$ cat src/rtl/rx_oversample_voter_pkg.sv
// Shared widths, window helpers and decision type for the RX oversampling voter family.
package rx_sampler_pkg;

  localparam int unsigned MAX_PRESCALE_DEF = 32;
  localparam int unsigned NUM_SAMPLES_DEF  = 3;
  localparam int unsigned CNT_W            = $clog2(MAX_PRESCALE_DEF);
  localparam int unsigned PS_W             = CNT_W + 1;
  localparam int unsigned VOTE_W           = $clog2(NUM_SAMPLES_DEF + 1);

  typedef struct packed {
    logic sampled;
    logic noise;
  } decision_t;

  localparam decision_t DECISION_RST = '{sampled: 1'b1, noise: 1'b0};

  function automatic int unsigned win_mid(input int unsigned prescale);
    return prescale >> 1;
  endfunction

  // n is odd, so n-1 == 2H and the window ends exactly on mid-bit.
  function automatic int unsigned win_start(input int unsigned prescale, input int unsigned n);
    return win_mid(prescale) - (n - 1);
  endfunction

endpackage

$ cat src/rtl/rx_oversample_voter_if.sv
// Control and decision bundle between the RX FSM (master) and the bit voter (slave).
interface rx_oversample_voter_if #(
  parameter int MAX_PRESCALE = 32
);
  localparam int CW = $clog2(MAX_PRESCALE);

  logic          i_enable;
  logic          i_resync;
  logic [CW:0]   i_prescale;
  logic          i_rx;
  logic          o_bit_valid;
  logic          o_sampled_bit;
  logic          o_noise;
  logic [CW-1:0] o_edge_count;
  logic          o_cfg_err;

  modport master (
    output i_enable, i_resync, i_prescale, i_rx,
    input  o_bit_valid, o_sampled_bit, o_noise, o_edge_count, o_cfg_err
  );

  modport slave (
    input  i_enable, i_resync, i_prescale, i_rx,
    output o_bit_valid, o_sampled_bit, o_noise, o_edge_count, o_cfg_err
  );

endinterface

$ cat src/rtl/rx_oversample_voter_sync.sv
// Multi-flop synchroniser for an asynchronous serial line; resets to the idle (high) level.
module rx_sync_ff #(
  parameter int SYNC_STAGES = 2
) (
  input  logic i_clk,
  input  logic i_rst_n,
  input  logic i_d,
  output logic o_q
);

  logic [SYNC_STAGES-1:0] sync_q;

  always_ff @(posedge i_clk or negedge i_rst_n) begin
    if (!i_rst_n) sync_q <= '1;
    else          sync_q <= {sync_q[SYNC_STAGES-2:0], i_d};
  end

  assign o_q = sync_q[SYNC_STAGES-1];

endmodule

$ cat src/rtl/rx_oversample_voter.sv
// Oversampling bit timer with a mid-bit majority vote; one strobed decision per bit period.
module rx_oversample_voter
  import rx_sampler_pkg::*;
#(
  parameter int MAX_PRESCALE = 32,
  parameter int NUM_SAMPLES  = 3,
  parameter int SYNC_STAGES  = 2
) (
  input  logic                  i_clk,
  input  logic                  i_rst_n,
  rx_oversample_voter_if.slave  bus
);

  localparam int CW = $clog2(MAX_PRESCALE);
  localparam int PW = CW + 1;
  localparam int VW = $clog2(NUM_SAMPLES + 1);
  localparam int H  = (NUM_SAMPLES - 1) / 2;

  logic          rx_s;
  logic [PW-1:0] prescale_q, prescale_d;
  logic [CW-1:0] cnt_q, cnt_d;
  logic [VW-1:0] ones_q, ones_d, seen_q, seen_d;
  logic          valid_q, valid_d;
  decision_t     dec_q, dec_d;
  logic          cfg_err_q;

  logic          legal, run, in_win, at_mid, wrap;
  logic [PW-1:0] mid, win_lo, cnt_ext;
  logic [VW-1:0] ones_tot, seen_tot;

  rx_sync_ff #(.SYNC_STAGES(SYNC_STAGES)) u_sync (
    .i_clk   (i_clk),
    .i_rst_n (i_rst_n),
    .i_d     (bus.i_rx),
    .o_q     (rx_s)
  );

  assign cnt_ext  = {1'b0, cnt_q};
  assign legal    = (prescale_q >= PW'(2 * NUM_SAMPLES)) && (prescale_q <= PW'(MAX_PRESCALE));
  assign run      = bus.i_enable && legal && !bus.i_resync;
  assign mid      = PW'(win_mid(32'(prescale_q)));
  assign win_lo   = PW'(win_start(32'(prescale_q), NUM_SAMPLES));
  assign in_win   = (cnt_ext >= win_lo) && (cnt_ext <= mid);
  assign at_mid   = (cnt_ext == mid);
  assign wrap     = (cnt_ext >= prescale_q - PW'(1));
  assign ones_tot = ones_q + VW'(rx_s);
  assign seen_tot = seen_q + VW'(1);

  always_comb begin
    prescale_d = prescale_q;
    cnt_d      = cnt_q;
    ones_d     = ones_q;
    seen_d     = seen_q;
    valid_d    = 1'b0;
    dec_d      = dec_q;

    // Ratio only changes while idle or at a start-edge realignment.
    if (!bus.i_enable || bus.i_resync) prescale_d = bus.i_prescale;

    if (!run) begin
      cnt_d  = '0;
      ones_d = '0;
      seen_d = '0;
    end else begin
      cnt_d = wrap ? '0 : cnt_q + CW'(1);
      if (in_win) begin
        if (at_mid) begin
          ones_d = '0;
          seen_d = '0;
          // Only a complete window may produce a decision.
          if (seen_tot == VW'(NUM_SAMPLES)) begin
            valid_d       = 1'b1;
            dec_d.sampled = (ones_tot > VW'(H));
            dec_d.noise   = (ones_tot != '0) && (ones_tot != VW'(NUM_SAMPLES));
          end
        end else begin
          ones_d = ones_tot;
          seen_d = seen_tot;
        end
      end
    end
  end

  always_ff @(posedge i_clk or negedge i_rst_n) begin
    if (!i_rst_n) begin
      prescale_q <= PW'(MAX_PRESCALE);
      cnt_q      <= '0;
      ones_q     <= '0;
      seen_q     <= '0;
      valid_q    <= 1'b0;
      dec_q      <= DECISION_RST;
      cfg_err_q  <= 1'b0;
    end else begin
      prescale_q <= prescale_d;
      cnt_q      <= cnt_d;
      ones_q     <= ones_d;
      seen_q     <= seen_d;
      valid_q    <= valid_d;
      dec_q      <= dec_d;
      cfg_err_q  <= !legal;
    end
  end

  assign bus.o_bit_valid   = valid_q;
  assign bus.o_sampled_bit = dec_q.sampled;
  assign bus.o_noise       = dec_q.noise;
  assign bus.o_edge_count  = cnt_q;
  assign bus.o_cfg_err     = cfg_err_q;

endmodule

$ cat src/flat_wrapper.sv
// flat-port wrapper written by rule: the top's interface ports become plain ports
module rx_oversample_voter_flat import rx_sampler_pkg::*;
#(
  parameter int MAX_PRESCALE = 32,
  parameter int NUM_SAMPLES  = 3,
  parameter int SYNC_STAGES  = 2
)
  (i_clk, i_rst_n, bus_i_enable, bus_i_resync, bus_i_prescale, bus_i_rx, bus_o_bit_valid, bus_o_sampled_bit, bus_o_noise, bus_o_edge_count, bus_o_cfg_err);
  rx_oversample_voter_if #(.MAX_PRESCALE(MAX_PRESCALE)) bus_i ();
  input  logic i_clk;
  input  logic i_rst_n;
  input wire logic [$bits(bus_i.i_enable)-1:0] bus_i_enable;
  input wire logic [$bits(bus_i.i_resync)-1:0] bus_i_resync;
  input wire logic [$bits(bus_i.i_prescale)-1:0] bus_i_prescale;
  input wire logic [$bits(bus_i.i_rx)-1:0] bus_i_rx;
  output wire logic [$bits(bus_i.o_bit_valid)-1:0] bus_o_bit_valid;
  output wire logic [$bits(bus_i.o_sampled_bit)-1:0] bus_o_sampled_bit;
  output wire logic [$bits(bus_i.o_noise)-1:0] bus_o_noise;
  output wire logic [$bits(bus_i.o_edge_count)-1:0] bus_o_edge_count;
  output wire logic [$bits(bus_i.o_cfg_err)-1:0] bus_o_cfg_err;
  assign bus_i.i_enable = bus_i_enable;
  assign bus_i.i_resync = bus_i_resync;
  assign bus_i.i_prescale = bus_i_prescale;
  assign bus_i.i_rx = bus_i_rx;
  assign bus_o_bit_valid = bus_i.o_bit_valid;
  assign bus_o_sampled_bit = bus_i.o_sampled_bit;
  assign bus_o_noise = bus_i.o_noise;
  assign bus_o_edge_count = bus_i.o_edge_count;
  assign bus_o_cfg_err = bus_i.o_cfg_err;
  rx_oversample_voter #(.MAX_PRESCALE(MAX_PRESCALE), .NUM_SAMPLES(NUM_SAMPLES), .SYNC_STAGES(SYNC_STAGES)) u_core (.i_clk(i_clk), .i_rst_n(i_rst_n), .bus(bus_i));
endmodule
$ cat config.mk
export PLATFORM = sky130hd
export DESIGN_NAME = rx_oversample_voter_flat
export DESIGN_NICKNAME = d
export VERILOG_FILES = /design/src/rtl/rx_oversample_voter_pkg.sv /design/src/rtl/rx_oversample_voter_if.sv /design/src/rtl/rx_oversample_voter_sync.sv /design/src/rtl/rx_oversample_voter.sv /design/src/flat_wrapper.sv
export SDC_FILE = /design/constraint.sdc
export NUM_CORES = 1
export LEC_CHECK = 0
export CAP_MARGIN = 20
export CORE_ASPECT_RATIO = 0.75
export CORE_MARGIN = 1.5
export CORE_UTILIZATION = 55
export CTS_CLUSTER_SIZE = 12
export DETAILED_ROUTE_END_ITERATION = 6
export PLACE_DENSITY = 0.86
export SLEW_MARGIN = 5
export SYNTH_ARGS = -nofsm -noshare
export SYNTH_HDL_FRONTEND = slang
export SYNTH_SLANG_ARGS = --single-unit
$ cat constraint.sdc
create_clock -name i_clk -period 6.1 [get_ports i_clk]
set_clock_uncertainty 0.05 [all_clocks]
set_input_delay 0.915 -clock i_clk [delete_from_list [all_inputs] [get_ports i_clk]]
set_output_delay 0.915 -clock i_clk [all_outputs]
set_load 0.03 [all_outputs]
---- After elaboration in Yosys (flattened, before gate mapping) ----
Cells that the tools add are included.
word-level totals
  register bits after elaboration ......... 21
  bits of input ports ..................... 11
  output and inout port bits .............. 9
  word-level logic and storage cells ...... 47
cells by class
  add/sub/neg operators ................... 5
  order comparisons ....................... 6
  equal/unequal tests ..................... 4
  muxes and demuxes ....................... 12
  reduce and logical (&&, ||, !) cells .... 11
operator list
  cell                   number
  $ge A5 B6 Y1           2
  $mux W2                6
  $mux W5                2
  $ge A6 B3 Y1 const B   1
  $le A6 B6 Y1 const B   1
  $sub A5 B2 Y6 const B  1
  $sub A6 B1 Y6 const B  1
  $add A5 B1 Y5 const B  1
  $eq A5 B5 Y1           1
  $le A5 B5 Y1           1
  $logic_and A1 B1 Y1    5
  $mux W1                4
  $ne A2 B2 Y1 const B   2
  $reduce_and A4 Y1      1
  $logic_not A1 Y1       3
  $add A2 B1 Y2          1
  $add A2 B1 Y2 const B  1
  $eq A2 B2 Y1 const B   1
  $gt A2 B1 Y1 const B   1
  $reduce_bool A2 Y1     1
  $logic_or A1 B1 Y1     1

---- Longest topological paths before layout ----
Gate-level depths: netlist of the first run.
  depth in word-level cells ............... 6
  depth in mapped cells ................... 9
  gate-level depth less buffers ........... 9

---- Modules after synthesis ----
From an unflattened synthesis of the first run, not the netlist that was laid out.
unflattened totals
  cells, all modules ...................... 137
  area total of the unflattened synthesis .. 1,385.1 um^2
by module, submodules not included
  module               times used  cells each  area an instance (um^2)  sequential area each (um^2)
  rx_oversample_voter  1           135         1,332.5                  478.0
  rx_sync_ff           1           2           52.6                     52.6

---- Worst setup path before layout of the first run ----
No wires, ideal clock.
  kind .................................... register to register
  start ................................... register u_core.prescale_q[2]
  end ..................................... register u_core.dec_q, in the netlist u_core.bus.o_sampled_bit
  library setup time ...................... 0.082 ns
  arrival ................................. 2.100 ns
  data required time ...................... 5.968 ns
  setup slack ............................. 3.868 ns
  cell stages (with the launch flop) ...... 10
  buffers on the path ..................... 0
  clock period less this slack ............ 2.232 ns
  path through ............................ dfrtp_1 inv_1 ha_1 xnor2_1 ha_1 nand3_1 a21oi_1 a21oi_2 nor3_1 mux2_2
on the way
  cells in the longest elaborated chain, start to end .. 5
  elaborated cells between the ends (all ways) .. 11
  those cells by class .................... 1 x add/sub; 4 x order compare; 1 x eq/ne; 5 x reduce/logical
ends and longest elaborated chain
  what                                                                   line                       text
  start, declared                                                        rx_oversample_voter.sv:20  logic [PW-1:0] prescale_q, prescale_d;
  start signal, assigned                                                 rx_oversample_voter.sv:86  prescale_q <= PW'(MAX_PRESCALE);
  start signal, assigned                                                 rx_oversample_voter.sv:94  prescale_q <= prescale_d;
  parallel branches: the longest is 4 deep, another holds $sub A5 B2 Y6  -
  $reduce_and A4 Y1 (no source line) *                                   -
  end signal, assigned                                                   rx_oversample_voter.sv:91  dec_q <= DECISION_RST;
  end signal, assigned                                                   rx_oversample_voter.sv:99  dec_q <= dec_d;
  end, declared                                                          rx_oversample_voter.sv:24  decision_t dec_q, dec_d;
Every way passes the cells marked *.
A chain may end at the register's enable or synchronous reset.

---- Worst setup path in the final report of the first run ----
  start ................................... input bus_i_resync
  end ..................................... register u_core.dec_q, in the netlist u_core.bus.o_sampled_bit
on the way
  cells in the longest elaborated chain, start to end .. 3
ends and longest elaborated chain
  what                                line                       text
  start, declared                     flat_wrapper.sv:13         input wire logic [$bits(bus_i.i_resync)-1:0] bus_i_resync;
  $logic_not A1 Y1                    rx_oversample_voter.sv:40  assign run = bus.i_enable && legal && !bus.i_resync;
  $logic_and A1 B1 Y1                 rx_oversample_voter.sv:40
  $reduce_and A4 Y1 (no source line)  -
No other way between the ends.

==> impl_metrics.ini, run 1 <==
[final_layout]
drive_above_1_share_pct = 7.45
syn2layout_area_growth_pct = 18.1
diodes = 0
final_nets = 195
fill_cells = 175
design_area_um2 = 1650

[run_status]
status = completed

[setup_path]
worstSetupPathType = in2reg
crit_chain = clkdlybuf4s50_1 -> nand2b_1 -> o21bai_1 -> nor3_1 -> mux2_2
crit_required_ns = 6.29
r2r-end = u_core.ones_q[0]$_DFFE_PN0P_
cp_slowest_cell = o21bai_1
path_buf_inv = 1
reg2reg_slack_ns = 3.53
cp_max_fo = 13
cp.arrival_ns = 2.80
path_delay_family = simple AND/OR/NAND/NOR gates
rr_worst_depth = 9
r2r_start = u_core.prescale_q[2]$_DFFE_PN0P_
worstSetupEndpointType = flip-flop
critPathLaunchType = input pin
slowest_delay_ns = 0.42

[logic_synthesis]
syn_nets = 173
synth-seq-area-share_pct = 38.1
yosys_warnings = 0
ys_ff_latch = 21
syn_area_per_cell_um2 = 9.95
netlist_instances = 140
syn_area_um2 = 1390
yosys.cell_types.count = 31
synth.area.top_cells = dfrtp_1, ha_1, dfstp_2
synth_largest_area_cell = dfrtp_1
netlist.area_leader.share_pct = 30.5

[timing]
max_slew_margin_pct = 40.2
tightest_slew_ns = 0.894
min_period_over_period_pct = 42.8
fin_tns_setup_ns = 0
worst_slack_ns = 3.49
setup_violations = 0
hold_viol_final = 0
rsz0062_at_grt = false
finalCriticalPeriod_ns = 2.61
report.final.slew_viol_count = 0
fmax_mhz = 383

[drt]
routed_via_density = 5.58
ant_nets = 0
drc = 0
drtIter0Drc = 60
vias = 1089
routed_wl_um = 2690
drt-wirelength-per-cell_um = 13.8
firstDrtPassIters = 4

[hold_path]
min_path_type = reg2reg
hold_depth = 0
hold_path.startpoint = u_core.u_sync.sync_q[0]$_DFF_PN1_
min_to = u_core.u_sync.sync_q[1]$_DFF_PN1_

[clock_network]
htree_levels = 1
cts_setup_buffers = 0
tritoncts = yes
clk_latency_ns = 0.30
holdBufCountCts = 0
clkTransAtPathRegs_ns = 0.11
clock-root-buffer = clkbuf_4
clock_sinks = 21
cts_buffers = 3
cts.repair.resized = 0
cts_buffer_depth = 2

[placement]
place_congestion = 0.812
dp_hpwl_um = 2180
pre_cts_ws_ns = 3.16
io_buffers = 19
placed_area_um2 = 1620

[power]
p_total_uw = 285
powerDensity_nw_per_um2 = 173
ir_drop_v = 0.000115
leakage_uw = 0.000747

[floorplanning]
io_pins = 20
fp-row-count = 15
start_util_pct = 59.4
fp.dieH_um = 46.6
coreArea_um2 = 2350
dieArea_um2 = 2850
die_w_um = 61.1

[global_routing]
gr-total-overflow = 0
grt_pass1_vias = 1027
grt_start_max_net_pins = 22
antenna_found_initial = 0
grt_pass1_wl_um = 4730
grt_use_total_pct = 23.0

[job]
max_cap_violations = 0
==> registers in the layout (all words and copies together) (netlist names) <==
name	count
u_core.bus.o_bit_valid	1
u_core.bus.o_noise	1
u_core.bus.o_edge_count	5
u_core.seen_q	2
u_core.ones_q	2
u_core.bus.o_cfg_err	1
u_core.prescale_q	6
u_core.u_sync.sync_q	2
u_core.bus.o_sampled_bit	1
==> where the power goes <==
group	leakage, uW	total (uW)	switching [uW]	internal, uW
registers	0.000261	152	6.03	146
clock network	0.0000177	64.6	40.2	24.4
logic	0.000468	68.1	38.2	29.9
==> worst max path at each step <==
stage | from | end | slack (ns) | cells after the start
after floorplan | u_core.prescale_q[2]$_DFFE_PN0P_ | u_core.bus.o_sampled_bit$_DFFE_PN1P_ | 3.87 | 9
after global placement | bus_i_resync | u_core.bus.o_sampled_bit$_DFFE_PN1P_ | 3.26 | 5
after detailed placement | bus_i_resync | u_core.bus.o_sampled_bit$_DFFE_PN1P_ | 3.16 | 5
after CTS | bus_i_resync | u_core.bus.o_sampled_bit$_DFFE_PN1P_ | 3.49 | 5
after global routing | bus_i_resync | u_core.bus.o_sampled_bit$_DFFE_PN1P_ | 3.33 | 5
final | bus_i_resync | u_core.bus.o_sampled_bit$_DFFE_PN1P_ | 3.49 | 5
==> Yosys cell counts <==
master    instances
a21oi_1           9
and4_4            1
o21ai_0          12
xor2_1            2
a211oi_1          5
nand4b_1          2
and2_1            1
a21oi_2           1
nor2b_1           2
or4b_1            2
nand3_1           4
nor3_1            4
a211o_1           1
o211a_1           1
o21a_1            1
xnor2_1           8
nor2_1            5
nand2b_1          2
dfrtp_1          17
a21o_1            1
mux2i_1           1
dfstp_2           4
or4_1             1
o21bai_1          2
nor3b_1           1
inv_1            12
ha_1             22
a221oi_4          1
mux2_2            1
clkbuf_1          2
nand2_1          12
==> cell usage in the layout (no fill, tap or decap), types with 2 or more instances in the layout <==
cell              n
dfstp_2           4
nand2_1          12
nand2b_1          2
dfrtp_1          17
clkbuf_4          3
ha_1             22
nor3_1            4
clkdlybuf4s50_1  19
or4b_1            2
inv_1            12
nand3_1           4
nor2b_1           2
xor2_1            2
a21oi_1           9
o21bai_1          2
nand4b_1          2
xnor2_1           8
o21ai_0          12
a211oi_1          5
nor2_1            5
==> layer usage <==
metal | vias to the layer above | wire [um] | GRT usage (%)
met4 | 0 | 15 | 3.91
met1 | 517 | 1290 | 31.0
met2 | 31 | 1260 | 38.3
met3 | 2 | 124 | 5.06
li1 | 539 | - | -
met5 | - | 0 | 0
==> final cells by class <==
type	count	area [um2]	area share (%)
clock inverter	1	5.00	0.304
multi-input combinational	105	810	49.2
clock buffer	3	22.5	1.37
tap	34	42.5	2.59
inverter	12	45.0	2.74
timing repair buffer	19	190	11.6
sequential	21	531	32.2
==> metrics by stage <==
stage / hold WS (ns) / instances / utilization [%]
global route: 0.326 / 195 / 70.1
CTS: 0.317 / 195 / 70.1
floorplan: 0.295 / 140 / -
finish: 0.316 / 195 / 70.1
global placement: 0.298 / 191 / 69.0
detailed placement: 0.301 / 191 / 69.0
==> logic make-up (layout without fill, tap and decap cells) <==
kind of cell	count (synthesis)	after routing	synth area share, %
flops	21	21	38.1
fa+ha+maj	22	22	19.8
simple gates	37	37	14.3
mux	2	2	1.53
buf+inv	14	35	3.77
compound gates	34	34	16.3
xor+xnor	10	10	6.29
(Power assumes the default switching activity.)
==> run 2, diff against run 1 <==
--- a/config.mk
+++ b/config.mk
@@ -8,10 +8,10 @@
 export CAP_MARGIN = 20
 export CORE_ASPECT_RATIO = 0.75
 export CORE_MARGIN = 1.5
-export CORE_UTILIZATION = 55
+export CORE_UTILIZATION = 48
 export CTS_CLUSTER_SIZE = 12
 export DETAILED_ROUTE_END_ITERATION = 6
-export PLACE_DENSITY = 0.86
+export PLACE_DENSITY = 0.81
 export SLEW_MARGIN = 5
 export SYNTH_ARGS = -nofsm -noshare
 export SYNTH_HDL_FRONTEND = slang
==> constraint.sdc (replaced) <==
create_clock -name i_clk -period 2.35 [get_ports i_clk]
set_clock_uncertainty 0.05 [all_clocks]
set_input_delay 0.3525 -clock i_clk [delete_from_list [all_inputs] [get_ports i_clk]]
set_output_delay 0.3525 -clock i_clk [all_outputs]
set_load 0.03 [all_outputs]
==> run 2 against run 1 <==
The flow now finishes with violations (setup timing). Via count grew 8.2%. Worst hold slack worse by 0.0080 ns. Routed wire length up 27%. Sequential share of layout area decreased by 2.9 points. Sequential cell count unchanged. Setup slack worse by 3.5 ns. Total power increased to 3.0 times the previous value. Largest power group unchanged. Critical endpoint is now u_core.ones_q[0]$_DFFE_PN0P_. Sequential power increased to 2.6 times the previous value. Utilization decreased by 2.4 points. Register-to-register slack lost 3.5 ns. Global-route usage fell by 0.88 points.
==> impl_metrics.ini, run 2 (same netlist as run 1, synthesis figures left out) <==
[timing]
min_period_over_period_pct = 100
worst_slack_ns = -0.00353
finalCriticalPeriod_ns = 2.35
tightest_slew_ns = 0.485
hold_viol_final = 0
max_slew_margin_pct = 67.4
fmax_mhz = 425
setup_violations = 1
report.final.slew_viol_count = 0
hold_ws_ns = 0.308

[final_layout]
syn2layout_area_growth_pct = 30.5
final_cell_mix = ha_1, clkdlybuf4s50_1, buf_4
utilization_pct = 67.8
final_common_cell = ha_1
final_nets = 210
largest_reg_flops = 6
diodes = 0
regMostFlops = u_core.prescale_q
drive_above_1_share_pct = 21.0

[run_status]
failed_checks = setup timing
status = complete, but fails checks

[placement]
io_buffers = 19
dp_hpwl_um = 2550
pre_cts_ws_ns = -0.0472
place_congestion = 0.920

[floorplanning]
coreArea_um2 = 2680
die_w_um = 65.2
fp-row-count = 16
io_pins = 20
fp.dieH_um = 49.6
dieArea_um2 = 3240
start_util_pct = 51.9

[setup_path]
worstSetupEndpointType = flip-flop
critPathLaunchType = flip-flop
crit_required_ns = 2.49
cp.arrival_ns = 2.49
cp_max_fo = 5
worstSetupPathType = reg2reg

[clock_network]
clk_latency_ns = 0.26
cts_buffer_depth = 2
clock_sinks = 21
htree_levels = 1
holdBufCountCts = 0
tritoncts = yes
cts_buffers = 3
clock-root-buffer = clkbuf_8
clkTransAtPathRegs_ns = 0.08

[global_routing]
grt_pass1_wl_um = 5400
grt_pass1_vias = 1171
grt_start_max_net_pins = 22
gr-total-overflow = 0
antenna_found_initial = 0
grt_use_total_pct = 22.1

[drt]
drt-wirelength-per-cell_um = 16.1
m1WireLength_um = 1540
drtIter0Drc = 82
routed_wl_um = 3420
routed_via_density = 5.56
ant_nets = 0
drc = 0
topRoutingLayerUsed = met4
vias = 1178
dr_wl_met2_um = 1650
firstDrtPassIters = 4
wl_met3_um = 171

[power]
clkPwrFrac_pct = 28.2
power_frac_comb_pct = 25.0
ir_drop_v = 0.000294
seqPwrFrac_pct = 46.9
leakage_uw = 0.000822
p_int_uw = 600
powerDensity_nw_per_um2 = 465
swShare_pct = 29.2
p_sw_uw = 247

[hold_path]
min_path_type = reg2reg

[job]
max_cap_violations = 0
## run 2: cell types whose count changed in the layout (fill, tap and decap cells not counted), sizes merged
cell / before / now
buf: 0 / 15
clkinv: 1 / 0
clkbuf: 3 / 4
## run 2: power groups by stage
stage | logic [uW] | clock network, uW | registers [uW]
floorplan | 108 | 0 | 405
global placement | 181 | 0 | 399
detailed placement | 193 | 0 | 400
CTS | 198 | 244 | 392
global route | 233 | 260 | 399
finish | 211 | 238 | 397
## run 2: metal layers
layer / vias to the layer above / global-route usage (%)
met1: 560 / 29.4
li1: 569 / -
met2: 43 / 36.2
met5: - / 0
met4: 0 / 6.25
met3: 6 / 4.79
## run 2: layout make-up
cell class	instances	area (um2)
timing repair buffer	34	303
sequential	21	534
fill	230	865
clock buffer	4	45.0
tap	36	45.0
multi-input combinational	105	846
inverter	12	45.0
## run 2: what timing repair did
item	CTS	global route
hold endpoints to repair	0	0
gates resized for setup	1	12
gates cloned	0	0
setup endpoints to repair	3	5
pin swaps	0	3
buffers inserted	1	3
## run 2: path summary, 6_finish.rpt
path / slack (ns) / startpoint / depth (start not counted) / end
worst max-delay path: -0.004 / u_core.prescale_q[3]$_DFFE_PN0P_ / 9 / u_core.ones_q[0]$_DFFE_PN0P_
worst min-delay path: 0.31 / u_core.u_sync.sync_q[0]$_DFF_PN1_ / 0 / u_core.u_sync.sync_q[1]$_DFF_PN1_
worst max register to register: -0.004 / u_core.prescale_q[3]$_DFFE_PN0P_ / 9 / u_core.ones_q[0]$_DFFE_PN0P_
worst min register to register: 0.31 / u_core.u_sync.sync_q[0]$_DFF_PN1_ / 0 / u_core.u_sync.sync_q[1]$_DFF_PN1_
max in group asynchronous: 1.59 / i_rst_n / 2 / u_core.prescale_q[5]$_DFFE_PN1P_
min in group asynchronous: 0.37 / i_rst_n / 2 / u_core.bus.o_bit_valid$_DFF_PN0_
## run 2: worst max-delay path, stage by stage, from the launching register on
cell and delay [ns]:
dfrtp_2 0.43, inv_2 0.08, ha_4 0.18, xnor2_1 0.12, ha_1 0.30, nand3_1 0.09
a21oi_1 0.19, a21oi_2 0.09, or4b_1 0.56, a21oi_2 0.19
## run 2: per-stage QoR
| stage | total power (uW) | instance area [um2] | instances | setup TNS (ns) |
|---|---|---|---|---|
| floorplan | 514 | 1390 | 140 | 0 |
| global placement | 580 | 1700 | 204 | 0 |
| detailed placement | 593 | 1700 | 204 | -0.0716 |
| CTS | 833 | 1760 | 209 | 0 |
| global route | 892 | 1820 | 212 | -0.154 |
| finish | 846 | 1820 | 212 | -0.00353 |
==> run 3, diff against run 2 <==
--- a/config.mk
+++ b/config.mk
@@ -11,6 +11,7 @@
 export CORE_UTILIZATION = 48
 export CTS_CLUSTER_SIZE = 12
 export DETAILED_ROUTE_END_ITERATION = 6
+export MAX_ROUTING_LAYER = met4
 export PLACE_DENSITY = 0.81
 export SLEW_MARGIN = 5
 export SYNTH_ARGS = -nofsm -noshare
==> run 3 against run 2 <==
The run now ends clean. Combinational power about the same. Utilization down 0.37 points. Non-clock buffer count did not move. Register-to-register slack is essentially flat. Die area stayed put. Global-route usage increased by 0.57 points. Critical endpoint is now u_core.seen_q[1]$_DFFE_PN0P_.
==> impl_metrics.ini, run 3 (same netlist as run 1, synthesis figures left out) <==
[run_status]
status = completed

[timing]
finalCriticalPeriod_ns = 2.35
rsz0062_at_grt = true
max_slew_margin_pct = 67.9
setup_violations = 0
worst_slack_ns = 0.00142
fmax_mhz = 426
hold_ws_ns = 0.307
min_period_over_period_pct = 99.9
hold_viol_final = 0
report.final.slew_viol_count = 0
tightest_slew_ns = 0.477

[final_layout]
regMostFlops = u_core.prescale_q
final-seq-area_um2 = 531
final_cell_mix = ha_1, clkdlybuf4s50_1, dfrtp_1
multi_input_comb_area_um2 = 840
syn2layout_area_growth_pct = 29.8
fill_cells = 234
final_nets = 210
largest_reg_flops = 6
instances_no_fill = 212
final_common_cell = ha_1
diodes = 0
design_area_um2 = 1810
drive_above_1_share_pct = 19.3

[setup_path]
r2r-end = u_core.seen_q[1]$_DFFE_PN0P_
slowest_delay_ns = 0.53
path_buf_inv = 1
r2r_start = u_core.prescale_q[3]$_DFFE_PN0P_
crit_required_ns = 2.48
cp_common_cell = a21oi_1
crit_path_end = u_core.seen_q[1]$_DFFE_PN0P_
reg2reg_slack_ns = 0.001
crit_chain = inv_2 -> ha_4 -> xnor2_1 -> ha_1 -> nand3_1 -> a21oi_1 -> a21oi_2 -> or4b_1 -> a21oi_1
worstSetupPathType = reg2reg
critPathLaunch = u_core.prescale_q[3]$_DFFE_PN0P_
cp.arrival_ns = 2.48
rr_worst_depth = 9
worstSetupEndpointType = flip-flop
cp_slowest_cell = or4b_1
crit_cells = 9
path_delay_family = simple AND/OR/NAND/NOR gates
cp_max_fo = 5
critPathLaunchType = flip-flop

[placement]
io_buffers = 19
dpl.cell_count = 204
place_congestion = 0.937
placed_area_um2 = 1700
dp_hpwl_um = 2550
pre_cts_ws_ns = -0.0472

[power]
powerDensity_nw_per_um2 = 465
seqPwrFrac_pct = 46.9
power_frac_comb_pct = 24.9
p_total_uw = 841
p_int_uw = 598
leakage_uw = 0.000824
p_sw_uw = 243
ir_drop_v = 0.000293
clkPwrFrac_pct = 28.3
swShare_pct = 28.9

[drt]
routed_via_density = 5.54
drtIter0Drc = 56
drc = 0
drt-wirelength-per-cell_um = 15.7
firstDrtPassIters = 4
routed_wl_um = 3330
ant_nets = 0
vias = 1174

[floorplanning]
fp-row-count = 16
dieArea_um2 = 3240
fp.dieH_um = 49.6
io_pins = 20
die_w_um = 65.2
coreArea_um2 = 2680
start_util_pct = 51.9

[clock_network]
clock-root-buffer = clkbuf_8
clock_sinks = 21
htree_levels = 1
holdBufCountCts = 0
clkTransAtPathRegs_ns = 0.08
tritoncts = yes
cts_buffers = 3
cts_buffer_depth = 2
clk_latency_ns = 0.26

[job]
max_cap_violations = 0

[global_routing]
gr-total-overflow = 0
grt_start_max_net_pins = 22
grt_pass1_wl_um = 5380
antenna_found_initial = 0
grt_pass1_vias = 1164
grt_use_total_pct = 22.6

[hold_path]
min_path_type = reg2reg
hold_path.startpoint = u_core.u_sync.sync_q[0]$_DFF_PN1_
==> run 3: how the worst min path moves through the flow <==
stage	to	depth (start not counted)
2_1_floorplan	u_core.bus.o_bit_valid$_DFF_PN0_	0
3_3_place_gp	u_core.u_sync.sync_q[1]$_DFF_PN1_	0
3_5_place_dp	u_core.u_sync.sync_q[1]$_DFF_PN1_	0
4_1_cts	u_core.u_sync.sync_q[1]$_DFF_PN1_	0
5_1_grt	u_core.u_sync.sync_q[1]$_DFF_PN1_	0
6_report	u_core.u_sync.sync_q[1]$_DFF_PN1_	0
==> run 3: layout make-up <==
type	count	share of cell area, %
multi-input combinational	105	46.4
clock buffer	4	2.49
timing repair buffer	34	16.7
inverter	12	2.49
sequential	21	29.3
tap	36	2.49
==> run 3: repair_timing <==
| action | CTS | global route |
|---|---|---|
| setup buffers | 1 | 3 |
| pin swaps | 0 | 2 |
| setup endpoints to repair | 3 | 5 |
| resized for setup | 1 | 8 |
==> run 3: power groups by stage <==
stage          logic [uW]  clock network (uW)  registers (uW)
3_3_place_gp          181                   0             399
5_1_grt               232                 260             396
4_1_cts               198                 244             392
2_1_floorplan         108                   0             405
3_5_place_dp          193                   0             400
6_report              209                 238             394
==> run 3: metrics by stage <==
stage          utilization, %  setup TNS, ns
4_1_cts                  65.5              0
6_report                 67.4              0
3_3_place_gp             63.5              0
2_1_floorplan               -              0
5_1_grt                  67.4         -0.165
3_5_place_dp             63.5        -0.0716
==> run 3: per-layer routing <==
layer / GRT usage (%) / wire length, um / vias up
met5: - / 0 / -
met4: 6.25 / 68 / 0
met3: 4.79 / 174 / 8
met2: 36.2 / 1600 / 36
met1: 29.2 / 1480 / 564
li1: - / - / 566
